<file path="src/rtl/mem_arbiter.sv">
// mem_arbiter: serializes CPU (port 0) and DMA/loader (port 1) accesses onto a single-port
// byte-addressed RAM with registered read data. All outputs are registered.
//
// Ports:
//   clk, rst                 clock, asynchronous active-high reset
//   req0/1, we0/1            per-port request and write flag (held until gnt)
//   addr0/1, wdata0/1        per-port byte address and write data
//   gnt0/1                   one-cycle pulse, request accepted
//   rvalid0/1, rdata0/1      one-cycle read-return pulse; rdata held until the port's next read
//   busy                     high while an access is in flight (not idle)
//   ram_we, ram_addr,        RAM command, driven only from registers
//   ram_wdata
//   ram_rdata                RAM registered read data
module mem_arbiter #(
    parameter int unsigned ADDR_W     = 16,
    parameter int unsigned DATA_W     = 8,
    parameter int unsigned FIXED_PRIO = 0
) (
    input  logic              clk,
    input  logic              rst,
    input  logic              req0,
    input  logic              req1,
    input  logic              we0,
    input  logic              we1,
    input  logic [ADDR_W-1:0] addr0,
    input  logic [ADDR_W-1:0] addr1,
    input  logic [DATA_W-1:0] wdata0,
    input  logic [DATA_W-1:0] wdata1,
    output logic              gnt0,
    output logic              gnt1,
    output logic              rvalid0,
    output logic              rvalid1,
    output logic [DATA_W-1:0] rdata0,
    output logic [DATA_W-1:0] rdata1,
    output logic              busy,
    output logic              ram_we,
    output logic [ADDR_W-1:0] ram_addr,
    output logic [DATA_W-1:0] ram_wdata,
    input  logic [DATA_W-1:0] ram_rdata
);

    typedef enum logic [1:0] {StIdle, StIssue, StResp} state_e;

    state_e state_q;
    logic   owner_q;     // port that owns the access in flight
    logic   last_gnt_q;  // port granted most recently; resets to 1 so port 0 wins first
    logic   winner;

    // Winner for the current IDLE cycle; only used when at least one request is present.
    always_comb begin
        if (req0 && req1) begin
            winner = (FIXED_PRIO != 0) ? 1'b0 : ~last_gnt_q;
        end else begin
            winner = req1;
        end
    end

    always_ff @(posedge clk or posedge rst) begin
        if (rst) begin
            state_q    <= StIdle;
            owner_q    <= 1'b0;
            last_gnt_q <= 1'b1;
            gnt0       <= 1'b0;
            gnt1       <= 1'b0;
            rvalid0    <= 1'b0;
            rvalid1    <= 1'b0;
            rdata0     <= '0;
            rdata1     <= '0;
            busy       <= 1'b0;
            ram_we     <= 1'b0;
            ram_addr   <= '0;
            ram_wdata  <= '0;
        end else begin
            // Pulses default low every cycle.
            gnt0    <= 1'b0;
            gnt1    <= 1'b0;
            rvalid0 <= 1'b0;
            rvalid1 <= 1'b0;
            unique case (state_q)
                StIdle: begin
                    ram_we <= 1'b0;
                    if (req0 || req1) begin
                        ram_we     <= winner ? we1 : we0;
                        ram_addr   <= winner ? addr1 : addr0;
                        ram_wdata  <= winner ? wdata1 : wdata0;
                        gnt0       <= ~winner;
                        gnt1       <= winner;
                        owner_q    <= winner;
                        last_gnt_q <= winner;
                        busy       <= 1'b1;
                        state_q    <= StIssue;
                    end
                end
                StIssue: begin
                    // RAM performs the access at the end of this cycle.
                    if (ram_we) begin
                        ram_we  <= 1'b0;
                        busy    <= 1'b0;
                        state_q <= StIdle;
                    end else begin
                        state_q <= StResp;
                    end
                end
                StResp: begin
                    if (owner_q) begin
                        rdata1  <= ram_rdata;
                        rvalid1 <= 1'b1;
                    end else begin
                        rdata0  <= ram_rdata;
                        rvalid0 <= 1'b1;
                    end
                    busy    <= 1'b0;
                    state_q <= StIdle;
                end
                default: begin
                    ram_we  <= 1'b0;
                    busy    <= 1'b0;
                    state_q <= StIdle;
                end
            endcase
        end
    end

endmodule

</file>
<file path="config.mk">
export PLATFORM = sky130hd
export DESIGN_NAME = mem_arbiter
export DESIGN_NICKNAME = d
export VERILOG_FILES = /design/src/rtl/mem_arbiter.sv
export SDC_FILE = /design/constraint.sdc
export NUM_CORES = 1
export LEC_CHECK = 0
export BUFFER_PORTS_ARGS = -buffer_cell sky130_fd_sc_hd__buf_2
export CAP_MARGIN = 15
export CORE_MARGIN = 10
export CORE_UTILIZATION = 46
export CTS_BUF_LIST = sky130_fd_sc_hd__clkbuf_16
export DETAILED_ROUTE_END_ITERATION = 8
export PLACE_DENSITY = 0.8
export SETUP_SLACK_MARGIN = 0.3
export SLEW_MARGIN = 10
export SYNTH_ARGS = -nofsm -noshare
export SYNTH_HDL_FRONTEND = slang
export SYNTH_SLANG_ARGS = --single-unit
</file>
<file path="constraint.sdc">
create_clock -name clk -period 2 [get_ports clk]
set_input_delay 0.3 -clock clk [delete_from_list [all_inputs] [get_ports clk]]
set_output_delay 0.3 -clock clk [all_outputs]
set_load 0.005 [all_outputs]
</file>
* Word level (Yosys, flattened, before mapping)
Cells that the tools add are included.
** Word-level totals
- Bits of input ports :: 62
- Register bits :: 50
- Output and inout bits :: 46
** Cells by class
- Reductions and logical operators :: 7
- Bitwise operators :: 3
- Muxes and demuxes :: 20
- Equality and inequality tests :: 4
** Operators with widths (count)
- $mux 16 :: 1
- $mux 1 :: 13
- $mux 8 :: 1
- $reduce_and 2->1 :: 4
- $mux 2 :: 2
- $ne 2x2->1 const B :: 2
- $pmux 1 s2 :: 2
- $pmux 2 s2 :: 1
- $not 1->1 :: 3
- $eq 2x1->1 const B :: 1
- $eq 2x2->1 const B :: 1
- $logic_not 2->1 :: 1
- $logic_and 1x1->1 :: 1
- $logic_or 1x1->1 :: 1

* Logic depth before layout (Yosys ltp)
Gate-level depths: netlist of the first run.
- Word-level depth :: 5
- Gate-level depth with buffers :: 5
- Gate-level depth less buffers :: 3

* Least setup slack after synthesis of the first run
Ideal clock, no wire load.
- Path type :: register -> register
- Start :: register last_gnt_q
- End :: register ram_wdata[4]
- Slack :: 0.414 ns
- Period minus slack after synthesis :: 1.586 ns
- Path buffers :: 2
- Data arrival time :: 1.461 ns
- Setup time :: 0.125 ns
- Cell stages (with the launch flop) :: 6
- Cells stage by stage :: dfstp_2 -> a21bo_1 -> buf_6 -> buf_8 -> mux2_4 -> mux2_2
** Between the ends
- Cells in the longest elaborated chain, start to end :: 3
** Ends and longest elaborated chain
- start: declaration :: RTL line 46 : logic last_gnt_q;
- start signal: assignment :: RTL line 89 : last_gnt_q <= winner;
- $not 1->1 :: RTL line 52 : winner = (FIXED_PRIO != 0) ? 1'b0 : ~last_gnt_q;
- $mux 1 :: RTL line 51 : if (req0 && req1) begin
- $mux 8 :: RTL line 85 : ram_wdata <= winner ? wdata1 : wdata0;
- end signal: assignment :: RTL line 85
- end: declaration :: RTL line 38 : output logic [DATA_W-1:0] ram_wdata,
No other way between the ends.
A chain may end at the register's enable or synchronous reset.

* Worst setup path in the final report of the first run
- Start :: register last_gnt_q
- End :: register ram_addr[10]
** Between the ends
- Cells in the longest elaborated chain, start to end :: 3
** Ends and longest elaborated chain
- $not 1->1 :: RTL line 52
- $mux 1 :: RTL line 51
- $mux 16 :: RTL line 84 : ram_addr <= winner ? addr1 : addr0;
- end signal: assignment :: RTL line 84
- end: declaration :: RTL line 37 : output logic [ADDR_W-1:0] ram_addr,
No other way between the ends.

==> flow_summary.toml, run 1 <==
[status]
status = "finished, final reports clean"

[placement]
placed_area_mm2 = 0.00286
placed_cells = 315
io_buffers = 107
dpl.hpwl_um = 4340
globalplace.congestion = 0.760

[routing]
ant_nets = 0
firstDrtPassIters = 4
drt-total-wl_um = 5440
wl_per_cell_um = 16.8
first_iter_violations = 25
drt_drc_violations_left = 0
drt-vias-per-instance = 4.77
vias = 1547

[power_and_ir_drop]
powerDensity_mw_per_mm2 = 1390
p_sw_share_pct = 29.6
p_sw_mw = 1.25
peakVddDrop_v = 0.000777
seq_power_share_pct = 42.2
p_int_mw = 2.97
combPwrFrac_pct = 39.7
pwr-share-clk_pct = 18.1
p_leak_nw = 1.56
total_power_mw = 4.22

[setup_path]
crit_path_end_kind = "flop"
cp_num_buf_inv = 1
r2r-start = "last_gnt_q"
reg2regPathDepth = 4
critPathRequiredTime_ps = 2160
critPathSlowestCell = "dfstp_2"
startpoint = "last_gnt_q"
reg2reg_slack_ps = 350
start_kind = "flop"
worstPathMaxFanout = 12
setup.worst_path.class = "reg2reg"
path_common_cell = "mux2_2"
r2r_end = "ram_addr[10]"
crit_arrival_ps = 1810
crit_family = "multiplexers"
max_stage_delay_ps = 570
path_cells = "a21bo_4, buf_12, mux2_2, mux2_2"

[clock_tree]
postCtsHoldBufs = 0
clkTransAtPathRegs_ps = 60
clock-sinks = 50
clockRootBuffer = "clkbuf_16"
cts_tree = "built"
cts_buffer_depth = 2
htreeDepth = 2
clock_latency_ps = 280
cts_buffers = 5

[synth]
yosys_warnings = 0
yosysSeqAreaShare_pct = 55.8
synth_area_mm2 = 0.00224
synth.avg_cell_area_um2 = 15.7
synth.area.top_cells = "dfrtp_1, mux2_2, mux2_4"
synth_top_area_share_pct = 54.6
synthCells = 143
ys_seq_elements = 50
synth.distinct_cells = 26
synth_fp_nets = 205
synth_top_area_cell = "dfrtp_1"

[timing]
rsz0062_at_grt = "no"
max_freq_ghz = 0.606
finClkSkew_ps = 2.93
tightest_slew_ps = 458
tns_ps = 0
fin_crit_ps = 1650
final-setup-viol-count = 0
finalMaxSlewViolations = 0
hold_violations = 0
maxSlewHeadroom_pct = 69.4
fin_crit_sh_pct = 82.5

[floorplan]
die_width_um = 89.9
die_h_um = 89.9
rows = 25
dieArea_mm2 = 0.00807
core-area_mm2 = 0.00472
initial_utilization_pct = 47.5
ios = 108

[global_routing]
first_global_vias = 1820
grt_pass1_wl_um = 9020
antenna_found_initial = 0
grt_util_all_layers_pct = 13.5
grt_max_degree = 26
overflow = 0

[cells_and_area]
final_util_pct = 64.2
diodes = 0
finalNonFillerCells = 324
fillers = 350
final_common_cell = "buf_2"
final_nets = 318
area_growth_pct = 35.1
drive_gt1_share_pct = 72.8
final_cell_mix = "buf_2, dfrtp_1, mux2_2"
design_area_mm2 = 0.00303

[hold_path]
hold_class = "in2async"

[flow_run]
drv_cap = 0
## worst max path at each step
stage / endpoint / depth (start not counted)
after floorplan: ram_wdata[4] / 5
after global placement: ram_addr[14] / 4
after detailed placement: ram_addr[10] / 4
after CTS: ram_addr[10] / 4
after global routing: ram_addr[10] / 4
final: ram_addr[10] / 4
## kinds of logic (layout without fill, tap and decap cells)
family          Yosys count  count (layout)  share of synthesized area (%)
flops                    50              50                           55.8
compound gates            9               9                           3.12
buf+inv                  12             126                           3.73
simple gates              8               8                           2.06
mux                      64              64                           35.3
## sequential cells by signal, indices dropped and copies added, names as in the netlist, 2 cells and up
signal,count
ram_addr,16
ram_wdata,8
rdata0,8
rdata1,8
state_q,2
## final cells by class
type | count | area [um2] | share of cell area, %
clock buffer | 5 | 125 | 4.13
multi-input combinational | 81 | 915 | 30.2
timing repair buffer | 113 | 626 | 20.6
sequential | 50 | 1250 | 41.3
clock inverter | 3 | 11.3 | 0.371
tap | 67 | 83.8 | 2.77
inverter | 5 | 18.8 | 0.619
## power groups by stage
| stage | Sequential (mW) | Combinational (mW) | Clock [mW] |
|---|---|---|---|
| CTS | 1.78 | 1.72 | 0.797 |
| global route | 1.85 | 1.84 | 0.839 |
| finish | 1.78 | 1.67 | 0.764 |
| global placement | 1.78 | 1.64 | 0 |
| floorplan | 1.81 | 0.928 | 0 |
| detailed placement | 1.79 | 1.68 | 0 |
## what timing repair did
item	in CTS	in global routing
buffers inserted	0	0
endpoints found under the setup margin	6	0
gates resized for setup	3	0
endpoints found under the hold margin	0	0
## metal layers
layer  routed length (um)  global-route usage (%)  part of all wire, %  up-vias
li1                     -                       -                    -      738
met1                 2060                    13.7                   38      735
met2                 2740                    23.5                   50       70
met3                  597                    7.32                   11        4
met4                   51                    3.32                 0.94        0
met5                    0                       0                    0        -
## cell usage after synthesis (all sizes together)
library cell,count
a221oi,1
clkbuf,1
nor3b,2
a21o,1
nor2,2
o2111ai,1
nand2,1
dfrtp,49
buf,6
a21bo,1
a21boi,1
inv,5
nand3,1
a31oi,1
dfstp,1
o21ai,1
nor3,1
mux2,64
nand3b,1
o211ai,1
a21oi,1
## metrics by stage
step,worst slack (ps),hold WS [ps]
after global routing,304,69.9
after CTS,337,39.9
after global placement,318,341
after floorplan,414,370
after detailed placement,277,343
final,350,28.6
Power figures use the tool's default switching activity.
==> inputs of run 2 (changes only) <==
Settings changed: ABC_AREA from default to 1, CORE_UTILIZATION 46 to 42, PLACE_DENSITY 0.8 to 0.76.
Clock period 2 ns to 1.5 ns, I/O delays scaled along.
==> run 2 against run 1 <==
Count of clock-buffer cells in the layout stayed put; critical path depth grew 2; synthesized cell count is 96% higher; combinational power increased by 79%; sequential cell count unchanged; sequential share of layout area decreased by 4.9 points; total power is 53% higher; first-iteration DRC count grew to 3.2 times the previous value; routed wire length is 30% higher; setup slack lost 56 ps; die area is 12% higher; utilization down 1.7 points; critical path type unchanged.
==> flow_summary.toml, run 2 <==
[cells_and_area]
fillers = 491
final_common_cell = "buf_2"
drive_gt1_share_pct = 42.3
largest_reg_flops = 16
top_register = "ram_addr"
final_cell_mix = "buf_2, nand2_1, dfrtp_1"
final_nets = 465
finalNonFillerCells = 476
diodes = 0
design_area_mm2 = 0.00344
area_growth_pct = 45.1

[synth]
yosysMostFrequentCell = "nand2_1"
synth_top_area_share_pct = 51.7
synth.area.top_cells = "dfrtp_1, nand2_1, nand3b_1"
synth_edf_count = 0
synth_fp_nets = 342
yosysSeqAreaShare_pct = 52.8
synth.distinct_cells = 22
synthTopCellsByCount = "nand2_1, dfrtp_1, inv_1, nand3_1, nand3b_1"
synth_area_mm2 = 0.00237
ys.flop_type = "dfrtp_1"
synthCells = 280
synth_top_area_cell = "dfrtp_1"
ys_seq_elements = 50
yosys_warnings = 0
ys_async_sr_fraction_pct = 100
synth.avg_cell_area_um2 = 8.47

[floorplan]
dieArea_mm2 = 0.00905
initial_utilization_pct = 43.1
ios = 108
core-area_mm2 = 0.00551
rows = 27
die_width_um = 95.1
die_h_um = 95.1

[timing]
tightest_slew_ps = 382
final-setup-viol-count = 0
finalMaxSlewViolations = 0
max_freq_ghz = 0.829
fin_crit_ps = 1210
finClkSkew_ps = 4.99
finalWorstSetupSlack_ps = 294
rsz0062_at_grt = "yes"
hold_violations = 0
whs_ps = 196
fin_crit_sh_pct = 80.4
tns_ps = 0
maxSlewHeadroom_pct = 74.5

[clock_tree]
cts_buffers = 5
clock_latency_ps = 280
cts_tree = "built"
htreeDepth = 2
clock-sinks = 50
cts_buffer_depth = 2
clockRootBuffer = "clkbuf_16"
clkTransAtPathRegs_ps = 60

[setup_path]
reg2reg_slack_ps = 290
r2r_end = "ram_addr[10]"
critPathRequiredTime_ps = 1670
max_stage_delay_ps = 560
crit_path_end_kind = "flop"
cp_num_buf_inv = 1
setup.worst_path.class = "reg2reg"
critPathSlowestCell = "dfstp_2"
start_kind = "flop"
crit_family = "flip-flops"
r2r-start = "last_gnt_q"
crit_arrival_ps = 1380
path_cells = "nand2_4, nand2_8, clkbuf_16, nand2_1, nand3_2, nand2_2"
reg2regPathDepth = 6
worstPathMaxFanout = 6

[routing]
ant_nets = 0
wl_per_cell_um = 14.9
drt-vias-per-instance = 4.70
first_iter_violations = 79
firstDrtPassIters = 5
drt-total-wl_um = 7100
drt_drc_violations_left = 0
vias = 2235

[flow_run]
drv_cap = 0

[power_and_ir_drop]
peakVddDrop_v = 0.000907
powerDensity_mw_per_mm2 = 1870
p_leak_nw = 1.97

[global_routing]
overflow = 0
grt_pass1_wl_um = 10500
grt_max_degree = 27
antenna_found_initial = 0
first_global_vias = 2206
grt_util_all_layers_pct = 14.5

[placement]
io_buffers = 107
placed_area_mm2 = 0.00299
globalplace.congestion = 0.832
dpl.hpwl_um = 4990
place_ws_ps = 199
placed_cells = 454

[hold_path]
hold_depth = 3
hp-start = "we1"
hold_class = "in2reg"
hold_end = "ram_we"

[status]
status = "finished, final reports clean"
run 2: layout make-up:
class                           instances  area, um2  share of cell area, %
Sequential cell                        50       1250                   36.4
Multi-Input combinational cell        175        982                   28.6
Timing Repair Buffer                  129        801                   23.3
Inverter                               42        176                   5.13
Clock buffer                            5        125                   3.64
Tap cell                               72       90.1                   2.62
Clock inverter                          3       12.5                  0.364
run 2: worst max-delay path by stage:
| stage | from | end | cells after the start |
|---|---|---|---|
| finish | last_gnt_q | ram_addr[10] | 6 |
| CTS | state_q[0] | busy | 6 |
| global placement | state_q[0] | ram_addr[13] | 6 |
| global route | last_gnt_q | ram_addr[10] | 6 |
| floorplan | state_q[1] | ram_addr[0] | 7 |
| detailed placement | state_q[0] | ram_addr[5] | 6 |
run 2: cells by family (layout without fill, tap and decap cells):
group,after synthesis,count (layout),synth area share [%]
DFF,50,50,52.8
and+or+nand+nor,157,157,32.7
buffers and inverters,55,179,10.7
AOI/OAI and AO/OA,18,18,3.80
run 2: power breakdown:
group          total, mW  switching (mW)  internal, mW
registers           2.39           0.367          2.02
logic               2.99            1.61          1.39
clock network       1.06           0.454         0.603
run 2: worst register-to-register path: cells and delay by family (launching register included):
| family | cells | cell delay [ps] |
|---|---|---|
| buffers and inverters | 1 | 160 |
| flip-flops | 1 | 560 |
| AND/OR/NAND/NOR | 5 | 380 |
run 2: layer usage:
layer | track usage [%] | up-vias | part of all wire (%) | wire length (um)
met3 | 4.71 | 4 | 8.4 | 596
met2 | 24.9 | 74 | 52 | 3650
met4 | 4.86 | 0 | 0.96 | 68
met1 | 16.5 | 1044 | 39 | 2780
met5 | 0 | - | 0 | 0
li1 | - | 1113 | - | -
run 2: timing repair:
action,CTS,global route
hold buffers,1,0
gates resized for setup,4,38
hold endpoints to repair,16,0
endpoints found under the setup margin,25,26
pin swaps,1,26
gates cloned,0,5
buffers inserted,4,4
run 2: through the flow:
stage                     util (%)  total power, mW
after floorplan                  -             3.85
after global placement        54.2             4.78
after detailed placement      54.2             4.88
after CTS                     57.7             6.06
after global routing          62.5             6.97
final                         62.5             6.44
==> inputs of run 3 (changes only) <==
Clock period 1.5 ns to 1 ns, I/O delays scaled along.
==> run 3 against run 2 <==
The flow now finishes with violations (negative hold slack, negative setup slack); first-iteration DRC count increased by 62%; global-route usage rose by 2.1 points; sequential share of layout area down 3.4 points; fmax is 4.9% higher; combinational power increased by 100%; critical path depth unchanged; clock power rose by 54%; routed wire length increased by 9.9%; total power up 75%; cell area grew 11%; critical endpoint is now ram_wdata[2]; highest routed layer unchanged.
==> flow_summary.toml, run 3 (same netlist as run 2, synthesis figures left out) <==
[status]
status = "finished with violations"
violations = "negative hold slack, negative setup slack"

[cells_and_area]
top_register = "ram_addr"
diodes = 0
finalNonFillerCells = 502
final_common_cell = "buf_2"
drive_gt1_share_pct = 50.0
largest_reg_flops = 16
final_cell_mix = "buf_2, nand2_1, dfrtp_1"
area_growth_pct = 60.4
fillers = 409
final_nets = 491

[setup_path]
path_common_cell = "nand2_1"
worstPathMaxFanout = 13
reg2reg_slack_ps = -150
critPathSlowestCell = "dfstp_2"
critPathRequiredTime_ps = 1180
start_kind = "flop"
crit_path_end_kind = "flop"
path_cells = "nand2_4, nand2_8, buf_12, nand2_1, nand3_2, nand2_1"
crit_arrival_ps = 1330
cp_num_buf_inv = 1
setup.worst_path.class = "reg2reg"
crit_family = "flip-flops"
max_stage_delay_ps = 550

[routing]
vias = 2397
drt_drc_violations_left = 0
firstDrtPassIters = 4
first_iter_violations = 128
drt-vias-per-instance = 4.77
ant_nets = 0
wl_per_cell_um = 15.5
drt-total-wl_um = 7800

[global_routing]
overflow = 0
grt_util_all_layers_pct = 16.5
first_global_vias = 2447
grt.met1_usage_pct = 19.9
grt_use_met3_pct = 4.63
antenna_found_initial = 0
grt_max_degree = 27
met2_usage_pct = 27.8
grt_pass1_wl_um = 11900
grt_most_used_layer = "met2"

[timing]
final-setup-viol-count = 50
fin_crit_sh_pct = 115
fin_crit_ps = 1150
finalMaxSlewViolations = 0
tightest_slew_ps = 301
rsz0062_at_grt = "yes"
hold_violations = 9
max_freq_ghz = 0.870
finalWorstSetupSlack_ps = -150
finClkSkew_ps = 6.50
maxSlewHeadroom_pct = 79.9
whs_ps = -182

[clock_tree]
clock-sinks = 50
cts_tree = "built"
cts_buffer_depth = 2
htreeDepth = 2
clkTransAtPathRegs_ps = 70
clock_latency_ps = 290
clockRootBuffer = "clkbuf_16"
cts_buffers = 5

[floorplan]
rows = 27
die_width_um = 95.1
die_h_um = 95.1
initial_utilization_pct = 43.1
ios = 108
core-area_mm2 = 0.00551
dieArea_mm2 = 0.00905

[flow_run]
drv_cap = 0

[power_and_ir_drop]
peakVddDrop_v = 0.00131
p_leak_nw = 2.11
total_power_mw = 11.2
powerDensity_mw_per_mm2 = 2960

[placement]
io_buffers = 107
dpl.hpwl_um = 5110
placed_cells = 462
globalplace.congestion = 0.790

[hold_path]
hold_class = "in2async"
-- run 3: changes by cell type in the layout (fill, tap and decap cells not counted), moves of 2 or more --
cell,delta
buf_8,-2
nand3_4,+4
o21ai_0,-15
inv_2,+4
inv_1,-4
o21ai_1,+7
o21ai_2,+8
nor2_1,-2
buf_4,+21
buf_6,-3
buf_12,+6
-- run 3: metal layers --
metal / vias to the layer above / share of wire [%]
li1: 1180 / -
met5: - / 0
met2: 90 / 51
met4: 0 / 1.1
met1: 1122 / 41
met3: 5 / 7.5
-- run 3: metrics by stage --
stage / util, % / cell area [um2] / setup TNS, ps / worst slack [ps] / hold slack [ps]
2_1_floorplan: - / 2430 / -2970 / -143 / 192
3_3_place_gp: 57.0 / 3140 / -2890 / -112 / 122
3_5_place_dp: 57.0 / 3140 / -4710 / -159 / 123
4_1_cts: 64.7 / 3560 / -4060 / -140 / -186
5_1_grt: 69.1 / 3800 / -7230 / -199 / -166
6_report: 69.1 / 3800 / -4510 / -150 / -182
-- run 3: repair_timing --
item,in CTS,in global routing
pin swaps,3,24
gates cloned,5,2
endpoints found under the hold margin,9,9
resized for setup,18,32
setup buffers,16,9
setup endpoints to repair,96,96
-- run 3: worst register-to-register path: stages (launching register included) --
cell and delay [ps]:
dfstp_2 550, nand2_4 80, nand2_8 90, buf_12 130, nand2_1 80, nand3_2 70
nand2_1 50
-- run 3: power by group --
| part | switching (mW) | internal (mW) | total [mW] |
|---|---|---|---|
| combinational | 3.07 | 2.99 | 6.06 |
| clock | 0.716 | 0.918 | 1.63 |
| sequential | 0.515 | 3.03 | 3.55 |
| total | 4.30 | 6.95 | 11.2 |
-- run 3: worst paths after layout --
kind,from,to,cells past startpoint
worst max-delay path,last_gnt_q,ram_wdata[2],6
min in group clk,we1,ram_we,3
max in group asynchronous,rst,ram_addr[1],3
worst min-delay path,rst,rdata1[4],2
worst min register to register,ram_wdata[1],ram_wdata[1],2
worst max register to register,last_gnt_q,ram_wdata[2],6
-- run 3: area by class of cell --
cell class / instances / area, um2 / area share [%]
Clock buffer: 5 / 125 / 3.29
Sequential cell: 50 / 1250 / 33.0
Timing Repair Buffer: 151 / 1030 / 27.1
Clock inverter: 3 / 17.5 / 0.461
Tap cell: 72 / 90.1 / 2.37
Inverter: 42 / 171 / 4.51
Multi-Input combinational cell: 179 / 1110 / 29.3
